[src/rtl/fetch_unit.sv]
// Instruction fetch stage: holds the PC, issues one word request at a time to
// the memory interconnector, and buffers fetched words in a small FIFO whose
// head is registered toward decode. Redirects flush the buffer and discard any
// in-flight response.
// Optional build macro: FETCH_PERF_EN adds perf_fetched / perf_stall counters.
module fetch_unit #(
    parameter logic [31:0] RESET_PC   = 32'h0000_0000,
    parameter int          FIFO_DEPTH = 2,
    parameter logic [31:0] PC_STEP    = 32'd4
) (
    input  logic        clk,
    input  logic        reset,
    input  logic        interc_ready,
    input  logic        instr_valid_to_hart,
    input  logic [31:0] instr_in,
    output logic        instr_valid,
    output logic [31:0] instr_addr,
    output logic [1:0]  instr_size,
    input  logic        redirect,
    input  logic [31:0] redirect_pc,
    output logic        fetch_valid,
    input  logic        fetch_ready,
    output logic [31:0] fetch_instr,
    output logic [31:0] fetch_pc
`ifdef FETCH_PERF_EN
    ,
    output logic [31:0] perf_fetched,
    output logic [31:0] perf_stall
`endif
);

    localparam int AW = (FIFO_DEPTH > 1) ? $clog2(FIFO_DEPTH) : 1;
    localparam int CW = AW + 1;
    localparam logic [CW-1:0] DEPTH_C = CW'(FIFO_DEPTH);

    localparam logic [1:0] S_IDLE = 2'd0;
    localparam logic [1:0] S_REQ  = 2'd1;
    localparam logic [1:0] S_WAIT = 2'd2;

    logic [1:0]    state_q, state_d;
    logic [31:0]   pc_q, pc_d;
    logic [31:0]   addr_q, addr_d;
    logic          valid_q, valid_d;
    logic          seen_rdy_q, seen_rdy_d;
    logic          seen_low_q, seen_low_d;
    logic          drop_q, drop_d;
    logic [CW-1:0] count_q, count_d;
    logic [AW-1:0] rd_q, rd_d;
    logic [AW-1:0] wr_q, wr_d;
    logic          fv_q, fv_d;
    logic [31:0]   fi_q, fi_d;
    logic [31:0]   fp_q, fp_d;
    logic [31:0]   mem_i_q [FIFO_DEPTH];
    logic [31:0]   mem_p_q [FIFO_DEPTH];
    logic          push_s;
    logic          pop_s;
    logic [CW-1:0] after_pop_s;

    // Request FSM: issue, detect acceptance (ready 1->0), detect response edge.
    always_comb begin
        state_d    = state_q;
        addr_d     = addr_q;
        seen_rdy_d = seen_rdy_q;
        seen_low_d = seen_low_q;
        drop_d     = drop_q;
        push_s     = 1'b0;
        case (state_q)
            S_IDLE: begin
                if ((count_q < DEPTH_C) && !redirect) begin
                    state_d    = S_REQ;
                    addr_d     = pc_q;
                    seen_rdy_d = 1'b0;
                end else begin
                    state_d = S_IDLE;
                end
            end
            S_REQ: begin
                // A low ready before any high one means the interconnector is
                // still busy with someone else, not that it took our request.
                if (interc_ready) begin
                    seen_rdy_d = 1'b1;
                end else if (seen_rdy_q) begin
                    state_d    = S_WAIT;
                    seen_low_d = 1'b0;
                end else begin
                    state_d = S_REQ;
                end
                if (redirect) begin
                    drop_d = 1'b1;
                end else begin
                    drop_d = drop_q;
                end
            end
            S_WAIT: begin
                if (seen_low_q && instr_valid_to_hart) begin
                    push_s  = !drop_q && !redirect;
                    drop_d  = 1'b0;
                    state_d = S_IDLE;
                end else begin
                    if (!instr_valid_to_hart) begin
                        seen_low_d = 1'b1;
                    end else begin
                        seen_low_d = seen_low_q;
                    end
                    if (redirect) begin
                        drop_d = 1'b1;
                    end else begin
                        drop_d = drop_q;
                    end
                end
            end
            default: begin
                state_d = S_IDLE;
            end
        endcase

        if (redirect) begin
            pc_d = redirect_pc;
        end else if (push_s) begin
            pc_d = pc_q + PC_STEP;
        end else begin
            pc_d = pc_q;
        end

        valid_d = (state_d == S_REQ);
    end

    // FIFO bookkeeping and next registered head (flush beats pop and push).
    always_comb begin
        pop_s       = fv_q && fetch_ready;
        after_pop_s = count_q - CW'(pop_s);
        if (redirect) begin
            count_d = {CW{1'b0}};
            rd_d    = {AW{1'b0}};
            wr_d    = {AW{1'b0}};
        end else begin
            count_d = after_pop_s + CW'(push_s);
            rd_d    = rd_q + AW'(pop_s);
            wr_d    = wr_q + AW'(push_s);
        end
        fv_d = (count_d != {CW{1'b0}});
        if (!fv_d) begin
            fi_d = fi_q;
            fp_d = fp_q;
        end else if (push_s && (after_pop_s == {CW{1'b0}})) begin
            // Buffer would be empty otherwise: the word arriving now is the head.
            fi_d = instr_in;
            fp_d = pc_q;
        end else begin
            fi_d = mem_i_q[rd_d];
            fp_d = mem_p_q[rd_d];
        end
    end

    // State and control registers with synchronous reset.
    always_ff @(posedge clk) begin
        if (reset) begin
            state_q    <= S_IDLE;
            pc_q       <= RESET_PC;
            addr_q     <= RESET_PC;
            valid_q    <= 1'b0;
            seen_rdy_q <= 1'b0;
            seen_low_q <= 1'b0;
            drop_q     <= 1'b0;
            count_q    <= {CW{1'b0}};
            rd_q       <= {AW{1'b0}};
            wr_q       <= {AW{1'b0}};
            fv_q       <= 1'b0;
            fi_q       <= 32'h0000_0000;
            fp_q       <= 32'h0000_0000;
        end else begin
            state_q    <= state_d;
            pc_q       <= pc_d;
            addr_q     <= addr_d;
            valid_q    <= valid_d;
            seen_rdy_q <= seen_rdy_d;
            seen_low_q <= seen_low_d;
            drop_q     <= drop_d;
            count_q    <= count_d;
            rd_q       <= rd_d;
            wr_q       <= wr_d;
            fv_q       <= fv_d;
            fi_q       <= fi_d;
            fp_q       <= fp_d;
        end
    end

    // Buffer storage; contents are only meaningful under count, so no reset.
    always_ff @(posedge clk) begin
        if (push_s) begin
            mem_i_q[wr_q] <= instr_in;
            mem_p_q[wr_q] <= pc_q;
        end else begin
            mem_i_q[wr_q] <= mem_i_q[wr_q];
            mem_p_q[wr_q] <= mem_p_q[wr_q];
        end
    end

`ifdef FETCH_PERF_EN
    logic [31:0] perf_fetched_q;
    logic [31:0] perf_stall_q;

    // Counts pushed words and cycles spent with a request outstanding.
    always_ff @(posedge clk) begin
        if (reset) begin
            perf_fetched_q <= 32'd0;
            perf_stall_q   <= 32'd0;
        end else begin
            perf_fetched_q <= perf_fetched_q + 32'(push_s);
            perf_stall_q   <= perf_stall_q + 32'((state_q == S_REQ) || (state_q == S_WAIT));
        end
    end

    assign perf_fetched = perf_fetched_q;
    assign perf_stall   = perf_stall_q;
`endif

    assign instr_valid = valid_q;
    assign instr_addr  = addr_q;
    assign instr_size  = 2'd2;
    assign fetch_valid = fv_q;
    assign fetch_instr = fi_q;
    assign fetch_pc    = fp_q;

endmodule
[config.mk]
export PLATFORM = sky130hd
export DESIGN_NAME = fetch_unit
export DESIGN_NICKNAME = d
export VERILOG_FILES = /design/src/rtl/fetch_unit.sv
export SDC_FILE = /design/constraint.sdc
export NUM_CORES = 1
export LEC_CHECK = 0
export ABC_AREA = 1
export ABC_CLOCK_PERIOD_IN_PS = 6100
export CORE_MARGIN = 4
export CORE_UTILIZATION = 58
export CTS_CLUSTER_SIZE = 40
export DETAILED_ROUTE_END_ITERATION = 8
export PLACE_DENSITY = 0.94
export SLEW_MARGIN = 20
export SYNTH_ARGS = -nofsm -noshare
export SYNTH_HDL_FRONTEND = slang
export SYNTH_SLANG_ARGS = --single-unit
[constraint.sdc]
create_clock -name clk -period 6.1 [get_ports clk]
set_input_delay 1.22 -clock clk [delete_from_list [all_inputs] [get_ports clk]]
set_output_delay 1.22 -clock clk [all_outputs]
set_load 0.01 [all_outputs]
Word level (Yosys, flattened, before mapping)

Memory sizes are Yosys's and may differ from the RTL's.
Index checks and enable logic that the tools add are counted.

$add $sub $neg: 5
$mul: 0
Div/mod/pow operators: 0
$lt $le $gt $ge: 1
Eq/ne operators: 10
Shift-type cells: 0
Multiplexer cells: 29
Bitwise operators: 2
Reductions and logical operators: 18

Operators by type and width:

| kind                                                 | count |
|---|---|
| 2-to-1 mux 32 bit                                    | 6 |
| adder 32 x 3 -> 32 bit (second input constant)       | 1 |
| 2-to-1 mux 1 bit                                     | 15 |
| inequality test 2 bit (second input constant)        | 6 |
| 2-to-1 mux 2 bit                                     | 4 |
| nonzero test 2 bit                                   | 4 |
| one-hot mux 1 bit (2 select lines)                   | 3 |
| one-hot mux 2 bit (3 select lines)                   | 1 |
| logical AND 1 bit                                    | 5 |
| AND reduction 5 bit                                  | 1 |
| equality test 2 x 1 -> 1 bit (second input constant) | 2 |
| zero test 2 bit                                      | 2 |
| AND reduction 2 bit                                  | 2 |
| AND reduction 3 bit                                  | 1 |
| adder 1 bit                                          | 2 |
| adder 2 x 1 -> 2 bit                                 | 1 |
| equality test 2 bit (second input constant)          | 1 |
| zero test 1 bit                                      | 2 |
| < comparator 2 bit (second input constant)           | 1 |
| bitwise OR 1 bit                                     | 2 |
| OR reduction 2 bit                                   | 1 |
| subtractor 2 x 1 -> 2 bit                            | 1 |
| inequality test 0 bit                                | 1 |

Flip-flop bits (word level): 139
Latch bits: 0
Bits in writable memories: 128
ROM bits: 0
Bits of input ports: 70
Output and inout bits: 100
Word-level logic and storage cells: 80
Memories: 2

Memories:

| memory  | words | width | rd ports | clocked after memory_dff | write ports | line | text |
|---|---|---|---|---|---|---|---|
| mem_i_q | 2     | 32    | 1        | 0                        | 1           | 53   | `logic [31:0] mem_i_q [FIFO_DEPTH];` |
| mem_p_q | 2     | 32    | 1        | 0                        | 1           | 54   | `logic [31:0] mem_p_q [FIFO_DEPTH];` |

Longest topological paths before layout

Depth in word-level cells: 7
Depth in mapped cells: 14
Gate-level depth less buffers: 12

Least setup slack after synthesis

OpenSTA, ideal clock, no wires.

Path kind: in2reg
Start: input port redirect
End: memory mem_i_q[1][0], enable pin
Setup time: 0.429 ns
Data arrival time: 3.462 ns
Required time: 5.671 ns
Path slack: 2.209 ns
Stages on the path: 6
Buffers on the path: 2
Path through: buf_4 -> nor2_2 -> inv_2 -> nor2_8 -> buf_2 -> ha_1

Word-level cells in the longest chain between the ends: 7
Elaborated cells on any way between the ends: 9
Those cells by class: mux (5); bitwise (1); reduce/logical (3)

RTL lines:

| what                                                                          | line     | text |
|---|---|---|
| start, declared                                                               | 19       | `input logic redirect,` |
| zero test 1 bit *                                                             | 96       | `push_s = !drop_q && !redirect;` |
| logical AND 1 bit *                                                           | 96       |  |
| 2-to-1 mux 1 bit *                                                            | 95       | `if (seen_low_q && instr_valid_to_hart) begin` |
| 2-to-1 mux 1 bit *                                                            | 67       | `case (state_q)` |
| 2-to-1 mux 1 bit, on equally long branches                                    | 190, 194 |  |
| 2-to-1 mux 1 bit (implied by the code) or AND reduction 2 bit (tied branches) | --       |  |
| bitwise OR 1 bit (no line) *                                                  | --       |  |
| end, declared                                                                 | 53       |  |

Every way passes the cells marked *; elsewhere a longest branch is shown, timed or not.

Worst setup path in the final report

Start: input port redirect
End: register fp_q[25] (netlist: fetch_pc[25])

Word-level cells in the longest chain between the ends: 7
Elaborated cells on any way between the ends: 11
Those cells by class: add/sub (1); mux (5); reduce/logical (4); memory (1)

RTL lines:

| what                 | line | text |
|---|---|---|
| zero test 1 bit      | 96   |  |
| logical AND 1 bit    | 96   |  |
| 2-to-1 mux 1 bit     | 95   |  |
| 2-to-1 mux 1 bit     | 67   |  |
| adder 2 x 1 -> 2 bit | 137  | `count_d = after_pop_s + CW'(push_s);` |
| 2-to-1 mux 2 bit     | 132  | `if (redirect) begin` |
| nonzero test 2 bit   | 141  | `fv_d = (count_d != {CW{1'b0}});` |
| end signal, assigned | 184  | `fp_q <= fp_d;` |
| end, declared        | 52   | `logic [31:0] fp_q, fp_d;` |

Several ways; a longest one is shown, not always the timed one.
A chain may end at the register's enable or synchronous reset.

==> impl_results.rst <==
.. list-table::
   :header-rows: 1

   * - Metric
     - Value
   * - Final-report hold violation count
     - 0
   * - Async S/R FF share, synth
     - 0%
   * - Final-layout fill cell count
     - 1230
   * - Clock period minus worst slack
     - 3994 ps
   * - Setup repair after global routing missed its margin
     - false
   * - Startpoint type of the worst setup path
     - input port
   * - Antenna violations before repair
     - 0
   * - Routed wirelength normalized by instance count
     - between 15 and 20 um
   * - Critical Path AT
     - ~4400 ps
   * - Peak supply drop
     - around 0.21 mV
   * - Yosys warns
     - 0
   * - Final Cycle Share
     - 65.48%
   * - Post-CTS setup repair buffer count
     - 0
   * - Crit-path cells
     - clkdlybuf4s50_1 -> inv_2 -> nand3_2 -> clkinv_2 -> nand2_1 -> nand3_1 -> o211ai_1 -> nand2_1
   * - Number of inserted diodes
     - 0
   * - Number of pins exceeding their max-slew limit in the final report
     - 0
   * - Worst Hold Class
     - reg2reg
   * - Most common cell type on the critical path
     - sky130_fd_sc_hd__nand2_1
   * - Cells after DPL
     - 1545
   * - Number of standard cells in the final layout excluding fillers
     - 1593
   * - Transition time of the tightest slew-check pin
     - approximately 1100 ps
   * - Post-Route Skew
     - 20.38 ps
   * - Detailed-routing iteration count for the pre-antenna-repair pass
     - 6
   * - Most used cells in the layout excluding fill and tap cells
     - sky130_fd_sc_hd__nand2_1 (399), sky130_fd_sc_hd__clkdlybuf4s50_1 (167), sky130_fd_sc_hd__dfxtp_1 (139)
   * - Power density over the cells
     - 274.5 nW/um^2
   * - CP Capture Type
     - flip-flop
   * - Avg Cell Area, Syn
     - 9.090 um^2
   * - TritonCTS clock tree
     - done
   * - Most common cell after layout, fill and taps aside
     - sky130_fd_sc_hd__nand2_1
   * - NumNets Final
     - between 1000 and 1500
   * - Die Width
     - ~150 um
   * - Cell chosen for the clock root
     - sky130_fd_sc_hd__clkbuf_16
   * - Post-synth design cell area
     - 10940 um^2
   * - Total leakage power
     - 5.240 nW
   * - Run status
     - finished clean
   * - Hold buffer count at CTS
     - 0
   * - Number of library cell types mapped by synthesis
     - 32
   * - Weighted congestion at the end of routability-driven global placement
     - approximately 0.92
   * - Sequential cell area
     - 6626 um^2
   * - Max-cap violation count
     - 0
   * - Number of remaining DRC errors
     - 0
   * - Number of enable flip-flop cells after synthesis
     - 128
   * - Floorplan die area
     - about 21000 um^2
   * - CTS-repair resized insts
     - 0
   * - Sum Neg Setup Slack
     - 0 ps
   * - Number of buffers inserted during clock tree synthesis
     - 26
   * - Fraction of layout cells with a size suffix above 1
     - about 5.2%
   * - Number of buffer and inverter stages on the critical path
     - 3
   * - Detailed Route WL
     - between 20 and 30 mm
   * - Sequential share of the synthesized area
     - 60.55%
   * - Pin count of the biggest net entering global routing
     - around 130
   * - Overall Global Routing Usage
     - 25.06%
   * - Delay contributed by the slowest stage of the critical path
     - about 970 ps
   * - Global-route wire length before repair
     - 43.89 mm
   * - Critical path start-end classification
     - in2reg
   * - Grt total ovfl
     - 0
   * - Relative max-transition margin
     - 27.28%
   * - Violation count after the first detailed-route iteration
     - 963
   * - Detailed-route via count
     - 9222
   * - Crit path required time
     - 6500 ps
   * - Initial standard-cell utilization of the core
     - 59.90%
   * - Number of flip-flops and latches in the synthesized netlist
     - 267
   * - Clock-pin slew of the registers on the worst-case setup and hold paths
     - 60 ps
   * - Vias/cell
     - roughly 5.8
   * - Multi-input gate area
     - 3852 um^2
   * - Via count of the first global-routing pass
     - 8969
   * - Height of the chip
     - 145.4 um
   * - Number of input and output port buffers inserted
     - around 170
   * - Category of cells accounting for the largest share of critical-path delay
     - buffers and inverters
   * - Clock tree sinks
     - 267
   * - Max Clk Rate
     - 0.2504 GHz
   * - Area of the placeable core
     - 18270 um^2
   * - Instance count of the mapped netlist
     - approximately 1200
   * - Top flip-flop cell by instance count after synthesis
     - sky130_fd_sc_hd__dfxtp_1
   * - Bufs on Longest Clock Path
     - 3
   * - Cell Rows
     - a little under 50
   * - Placed wire-length estimate after detailed placement
     - 17.44 mm
   * - Net count after synthesis
     - 1284
   * - ANT nets after route
     - 0
   * - Area added between synthesis and finish
     - 24.02%
   * - CTS HTree Levels
     - 1
   * - Slowest library cell on the worst path
     - sky130_fd_sc_hd__clkdlybuf4s50_1
   * - Highest net fanout along the worst path
     - 64
   * - Top-Level Pins
     - between 150 and 200
   * - Final setup vio count
     - 0
   * - Clock latency of the later-clocked register in the worst-skew pair
     - 530 ps
[routing by layer]
layer | track usage [%] | share of wire (%) | vias to the layer above | wire length (um)
met5 | 0 | 0 | - | 0
met4 | 10.68 | 3.7 | 0 | 1032
met3 | 4.640 | 8.9 | 87 | 2471
met2 | 41.36 | 47 | 496 | 12930
met1 | 32.75 | 41 | 4285 | 11270
li1 | - | - | 4354 | -
[through the flow]
stage | setup slack [ps] | util (%) | hold WS, ps | instance area, um^2 | total power [mW]
final | 2106 | 74.29 | 450.5 | 13570 | 3.726
after detailed placement | 1637 | 69.64 | 440.5 | 12720 | 2.195
after CTS | 2137 | 74.21 | 452.1 | 13560 | 3.735
after floorplan | 2209 | - | 453.9 | 10940 | 2.073
after global placement | 1728 | 69.64 | 436.1 | 12720 | 2.190
after global routing | 1858 | 74.29 | 468.0 | 13570 | 3.835
[layout make-up]
type / count / share of cell area (%)
Tap cell: 229 / 2.111
Timing Repair Buffer: 178 / 12.95
Inverter: 57 / 1.586
Clock buffer: 39 / 5.614
Clock inverter: 9 / 0.5347
Sequential cell: 267 / 48.82
Multi-Input combinational cell: 814 / 28.38
[worst min-delay path: stages, from the launching register on]
cell and delay [ps]:
sky130_fd_sc_hd__dfxtp_1 310, sky130_fd_sc_hd__nand2_1 60, sky130_fd_sc_hd__nand2_1 40
[cells by family (layout without fill, tap and decap cells)]
kind of cell / after synthesis / count (layout) / share of synthesized area, %
compound gates: 187 / 187 / 10.44
xor+xnor: 2 / 2 / 0.1601
fa+ha+maj: 10 / 10 / 1.143
buf+inv: 123 / 283 / 4.722
flops: 267 / 267 / 60.55
other cells: 2 / 2 / 0.06862
simple gates: 613 / 613 / 22.92
[state kept, by name, summed over array words and instances, names as in the netlist, 2 cells and up]
signal / count
state_q: 2
mem_p_q: 64
instr_addr: 32
count_q: 2
pc_q: 32
fetch_instr: 32
fetch_pc: 32
mem_i_q: 64
[power breakdown]
part | switching [mW] | internal [mW]
logic | 0.113 | 0.102
registers | 0.0412 | 1.91
clock network | 0.655 | 0.905
[path summary, 6_finish.rpt]
check | slack (ps) | cells after the start | startpoint | to
setup / recovery | 2110 | 8 | redirect | fetch_pc[25]
hold / removal | 450 | 2 | fetch_instr[0] | fetch_instr[0]
setup reg to reg | 3070 | 6 | state_q[0] | mem_i_q[1][9]
hold reg to reg | 450 | 2 | fetch_instr[0] | fetch_instr[0]
[synth_stat cells, types with 6 or more instances]
cell type | count | area (um^2)
sky130_fd_sc_hd__nand2_1 | 399 | 1498
sky130_fd_sc_hd__dfxtp_1 | 139 | 2783
sky130_fd_sc_hd__inv_1 | 51 | 191.4
sky130_fd_sc_hd__inv_2 | 6 | 22.52
sky130_fd_sc_hd__ha_1 | 10 | 125.1
sky130_fd_sc_hd__o211ai_1 | 68 | 510.5
sky130_fd_sc_hd__o21ai_0 | 46 | 230.2
sky130_fd_sc_hd__a21oi_1 | 57 | 285.3
sky130_fd_sc_hd__nor2_1 | 84 | 315.3
sky130_fd_sc_hd__buf_2 | 29 | 145.1
sky130_fd_sc_hd__nand3_1 | 111 | 555.5
sky130_fd_sc_hd__edfxtp_1 | 128 | 3844
sky130_fd_sc_hd__clkbuf_1 | 32 | 120.1
Note: power is estimated with default switching activity, not from simulation.
==> patch 1, RTL diff (same flow settings) <==
The parameter `FIFO_DEPTH` goes from 2 to 1.
--- a/src/rtl/fetch_unit.sv
+++ b/src/rtl/fetch_unit.sv
@@ -5,7 +5,7 @@
 // Optional build macro: FETCH_PERF_EN adds perf_fetched / perf_stall counters.
 module fetch_unit #(
     parameter logic [31:0] RESET_PC   = 32'h0000_0000,
-    parameter int          FIFO_DEPTH = 2,
+    parameter int          FIFO_DEPTH = 1,
     parameter logic [31:0] PC_STEP    = 32'd4
 ) (
     input  logic        clk,
Behaviour: not the same (Yosys sat finds a counterexample within 10 cycles, from zero or initial values and one cycle with reset high).
==> patch 1 against the unedited design <==
- worst setup slack worse by 0.33 ns
- total power shrank 24%
- largest cell class unchanged
- sequential cell count fell by 66
- register-to-register slack worse by 0.12 ns
- sequential share of layout area decreased by 6.1 points
- synthesized area down 21%
- final area decreased by 20%
- routed wire length is 14% lower
- clock skew decreased by 0.0072 ns
- critical endpoint is now fetch_pc[7]
==> patch 1: results (changes against the unedited design) <==
{
  "reg2regPathDepth": {"value": 14, "change": "+8"},
  "routed_wl": {"value": 23900, "unit": "microns", "change": "-14%"},
  "post_drt_wl_per_cell": {"value": 16.7, "unit": "microns", "change": "-3.8%"},
  "via_count_of_the_first_global_routing_pass": {"value": 7731, "change": "-14%"},
  "synth_cell_type_count": {"value": 35, "change": "+9.4%"},
  "gate_count_of_the_mapped_netlist": {"value": 1089, "change": "-9.6%"},
  "holdPathStages": {"value": 0, "change": "-2"},
  "seq_area_frac_synth": {"value": 0.541, "change": "-0.0645"},
  "grt_usage": {"value": 0.274, "change": "+0.0234"},
  "insertion_delay": {"value": 0.49, "unit": "ns", "change": "-0.04 ns"},
  "share_of_async_settable_or_async_resettable_flops_after_synthesis": {"value": 0, "change": "unchanged"},
  "outcome": {"value": "complete, no violations"},
  "syn_nets": {"value": 1167, "change": "-9.1%"},
  "nNetsFinal": {"value": 1305, "change": "-8.4%"},
  "synth.top_cells.by_count": {"value": "nand2_1 (258), nor2_1 (144), dfxtp_1 (137)"},
  "worst_ir_drop_vdd": {"value": 0.181, "unit": "mV", "change": "-14%"},
  "cell_total_after_placement": {"value": 1389, "change": "-10%"},
  "timing.critical_path.arrival": {"value": 4.75, "unit": "ns", "change": "+0.36 ns"},
  "gp_routability_congestion": {"value": 0.922, "change": "+0.72%"},
  "tightestPinTransition": {"value": 1.04, "unit": "ns", "change": "-0.0436 ns"},
  "clk_transition_reported_paths": {"value": 0.06, "unit": "ns", "change": "about the same"},
  "dp_hpwl": {"value": 15300, "unit": "microns", "change": "-12%"},
  "power_leakage": {"value": 0.00443, "unit": "uW", "change": "-16%"},
  "synth.top_cells.by_area": {"value": "dfxtp_1 (32%), edfxtp_1 (22%), nand2_1 (11%)"},
  "synth-edff-count": {"value": 64, "change": "-50%"},
  "nFillCells": {"value": 944, "change": "-23%"},
  "finalClockSkew": {"value": 0.0132, "unit": "ns", "change": "-0.00718 ns"},
  "grt_pass1_wl": {"value": 37700, "unit": "microns", "change": "-14%"}
}
[patch 1: cell types whose count changed in the layout (fill, tap and decap cells not counted), sizes merged, moves of 6 or more]
cell and delta:
nor2 +58, clkbuf -6, nand2 -141, nand3 -42, inv +40, o211ai -65, o21ai +108, edfxtp -64
[patch 1: metrics by stage]
step / setup WS, ns / utilization / power (uW) / instance area [sq um] / hold slack (ns)
after detailed placement: 1.42 / 0.709 / 1690 / 10300 / 0.415
after floorplan: 2.25 / - / 1570 / 8620 / 0.408
after global routing: 1.60 / 0.751 / 2900 / 10900 / 0.454
final: 1.78 / 0.751 / 2820 / 10900 / 0.439
after CTS: 1.88 / 0.751 / 2830 / 10900 / 0.439
after global placement: 1.54 / 0.709 / 1680 / 10300 / 0.409
[patch 1: final timing paths]
check,start,to,slack (ns)
max,redirect,fetch_pc[7],1.78
min,pc_q[0],mem_p_q[0][0],0.44
max reg2reg,state_q[0],fetch_pc[18],2.95
min reg2reg,pc_q[0],mem_p_q[0][0],0.44
[patch 1: cells by family (layout without fill, tap and decap cells)]
group	after synthesis	after routing	synth area share
compound gates	229	229	0.137
xor+xnor	3	3	0.00305
fa+ha+maj	8	8	0.0116
buf+inv	158	310	0.0786
flops	201	201	0.541
other cells	2	3	0.000871
simple gates	488	488	0.228
[patch 1: routing by layer]
layer	wire, microns	vias up	GRT usage
met5	0	-	0
met2	11300	484	0.453
met3	2250	105	0.0499
li1	-	3821	-
met1	9140	3678	0.352
met4	1160	0	0.125
[patch 1: final cells by class]
| class | count | area share |
|---|---|---|
| inverter | 97 | 0.0333 |
| clock inverter | 3 | 0.00149 |
| multi-input combinational | 730 | 0.302 |
| timing repair buffer | 177 | 0.160 |
| clock buffer | 33 | 0.0541 |
| tap | 184 | 0.0211 |
| sequential | 201 | 0.427 |
| antenna | 1 | 0.000229 |
[patch 1: worst max-delay path, cell delays in order]
cell and delay (ns):
clkdlybuf4s50_1 1.16, nor2_1 0.08, inv_1 0.15, nor2_4 0.04, ha_1 0.19, inv_1 0.06, or2_1 0.09, nand3_1 0.08
nand2_1 0.08, buf_4 0.38, inv_2 0.33, nor2_4 0.64, nand2_1 0.12, nand2_1 0.10
[patch 1: report_power, final]
part | total (uW) | switching (uW) | internal, uW
combinational | 223 | 118 | 105
clock | 1160 | 498 | 660
sequential | 1440 | 29.5 | 1410
==> patch 2, RTL diff (config.mk and constraints unchanged) <==
Without the edit above. Build with the macro `FETCH_PERF_EN` defined.
--- a/src/rtl/fetch_unit.sv
+++ b/src/rtl/fetch_unit.sv
@@ -3,6 +3,8 @@
 // head is registered toward decode. Redirects flush the buffer and discard any
 // in-flight response.
 // Optional build macro: FETCH_PERF_EN adds perf_fetched / perf_stall counters.
+`define FETCH_PERF_EN
+
 module fetch_unit #(
     parameter logic [31:0] RESET_PC   = 32'h0000_0000,
     parameter int          FIFO_DEPTH = 2,
Behaviour (old outputs only; new: perf_fetched and perf_stall): unchanged (Yosys induction, for registers that start in step).
==> patch 2 against the unedited design <==
- utilization shrank 0.76 points
- final area grew 31%
- count of clock-buffer cells in the layout grew 4
- final cell count grew 41%
- total power grew 28%
- register-to-register slack lost 0.56 ns
- synthesized area grew 31%
- routed wire length grew 40%
- worst setup slack lost 0.31 ns
- first-iteration DRC count grew 15%
- clock power grew 39%
- die area grew 29%
- sequential cell count grew 64
- largest cell class unchanged
==> patch 2: results (changes against the unedited design) <==
{
  "reg2regPathDepth": {"value": 12, "change": "+6"},
  "maxSlewHeadroom": {"value": 0.332, "change": "+0.0592"},
  "dpl_worst_slack": {"value": 1.41, "unit": "ns", "change": "-0.230 ns"},
  "synth.top_cells.by_area": {"value": "dfxtp_1 (28%), edfxtp_1 (27%), nand2_1 (13%)"},
  "post_route_cells_drive_above_1_share": {"value": 0.0537, "change": "+0.00165"},
  "initialDrtViolationCount": {"value": 1105, "change": "+15%"},
  "gr-usage-met1": {"value": 0.347, "change": "+0.0191"},
  "largest_net_degree_at_the_start_of_global_routing": {"value": 86, "change": "-33%"},
  "power_leakage": {"value": 0.00658, "unit": "uW", "change": "+26%"},
  "grt_pass1_wl": {"value": 61400, "unit": "microns", "change": "+40%"},
  "outcome": {"value": "complete, no violations"},
  "cpMaxStageDelayCell": {"value": "a21oi_4"},
  "gp_routability_congestion": {"value": 0.908, "change": "-0.83%"},
  "syn_nets": {"value": 1771, "change": "+38%"},
  "dominantRegCellSynth": {"value": "dfxtp_1"},
  "via_count_of_the_first_global_routing_pass": {"value": 12400, "change": "+38%"},
  "nNetsFinal": {"value": 1975, "change": "+39%"},
  "timing.critical_path.fanout_max": {"value": 44, "change": "-31%"},
  "clock_buffers_created_by_tritoncts": {"value": 34, "change": "+31%"},
  "dp_hpwl": {"value": 25200, "unit": "microns", "change": "+45%"},
  "gr-usage-met2": {"value": 0.479, "change": "+0.0651"},
  "internal_power": {"value": 3750, "unit": "uW", "change": "+28%"},
  "cts_htree_levels": {"value": 2, "change": "+1"},
  "grt_usage": {"value": 0.280, "change": "+0.0290"},
  "crit_path_max_incr_delay": {"value": 0.63, "unit": "ns", "change": "-0.34 ns"},
  "finalClockSkew": {"value": 0.0299, "unit": "ns", "change": "+0.00956 ns"},
  "global_routing_met3_resource_utilization": {"value": 0.0619, "change": "+0.0155"},
  "routed_wl": {"value": 38900, "unit": "microns", "change": "+40%"},
  "placement.io_buffers": {"value": 231, "change": "+38%"},
  "worst_ir_drop_vdd": {"value": 0.186, "unit": "mV", "change": "-12%"}
}
-- patch 2: layout make-up --
class / instances / area (sq um) / share of cell area
clock buffer: 43 / 936 / 0.0525
clock inverter: 19 / 245 / 0.0138
inverter: 114 / 428 / 0.0240
multi-input combinational: 1169 / 5520 / 0.309
sequential: 331 / 7910 / 0.444
tap: 324 / 405 / 0.0227
timing repair buffer: 242 / 2390 / 0.134
-- patch 2: logic make-up after synthesis --
group | Yosys count | share of synthesized area
compound gates | 242 | 0.0994
flops | 331 | 0.554
buf+inv | 188 | 0.0617
xor+xnor | 19 | 0.0117
fa+ha+maj | 13 | 0.0114
simple gates | 893 | 0.262
other cells | 2 | 0.000526
-- patch 2: metrics by stage --
step	area, sq um	instances	hold slack (ns)	utilization	power (uW)
2_1_floorplan	14300	1688	0.448	-	2520
3_3_place_gp	16600	2180	0.439	0.687	2640
3_5_place_dp	16600	2180	0.439	0.687	2650
4_1_cts	17800	2242	0.451	0.735	4800
5_1_grt	17800	2242	0.472	0.735	4930
6_report	17800	2242	0.449	0.735	4780
-- patch 2: per-layer routing --
metal	vias to the layer above	routed length, microns
met5	-	11
met4	2	1320
met3	115	3870
met2	649	18600
met1	5895	15000
li1	6016	-
-- patch 2: power groups by stage --
stage | Sequential [uW] | Clock (uW) | Combinational [uW]
after detailed placement | 2420 | 0 | 234
after global routing | 2370 | 2300 | 260
after CTS | 2370 | 2190 | 238
final | 2370 | 2170 | 240
after floorplan | 2410 | 0 | 105
after global placement | 2420 | 0 | 228
-- patch 2: final timing paths --
check                                  endpoint  slack [ns]          from
worst max-delay path            fetch_instr[15]        1.79      redirect
worst min-delay path               fetch_pc[24]        0.45  fetch_pc[24]
worst max register to register  fetch_instr[15]        2.51    state_q[0]
worst min register to register     fetch_pc[24]        0.45  fetch_pc[24]
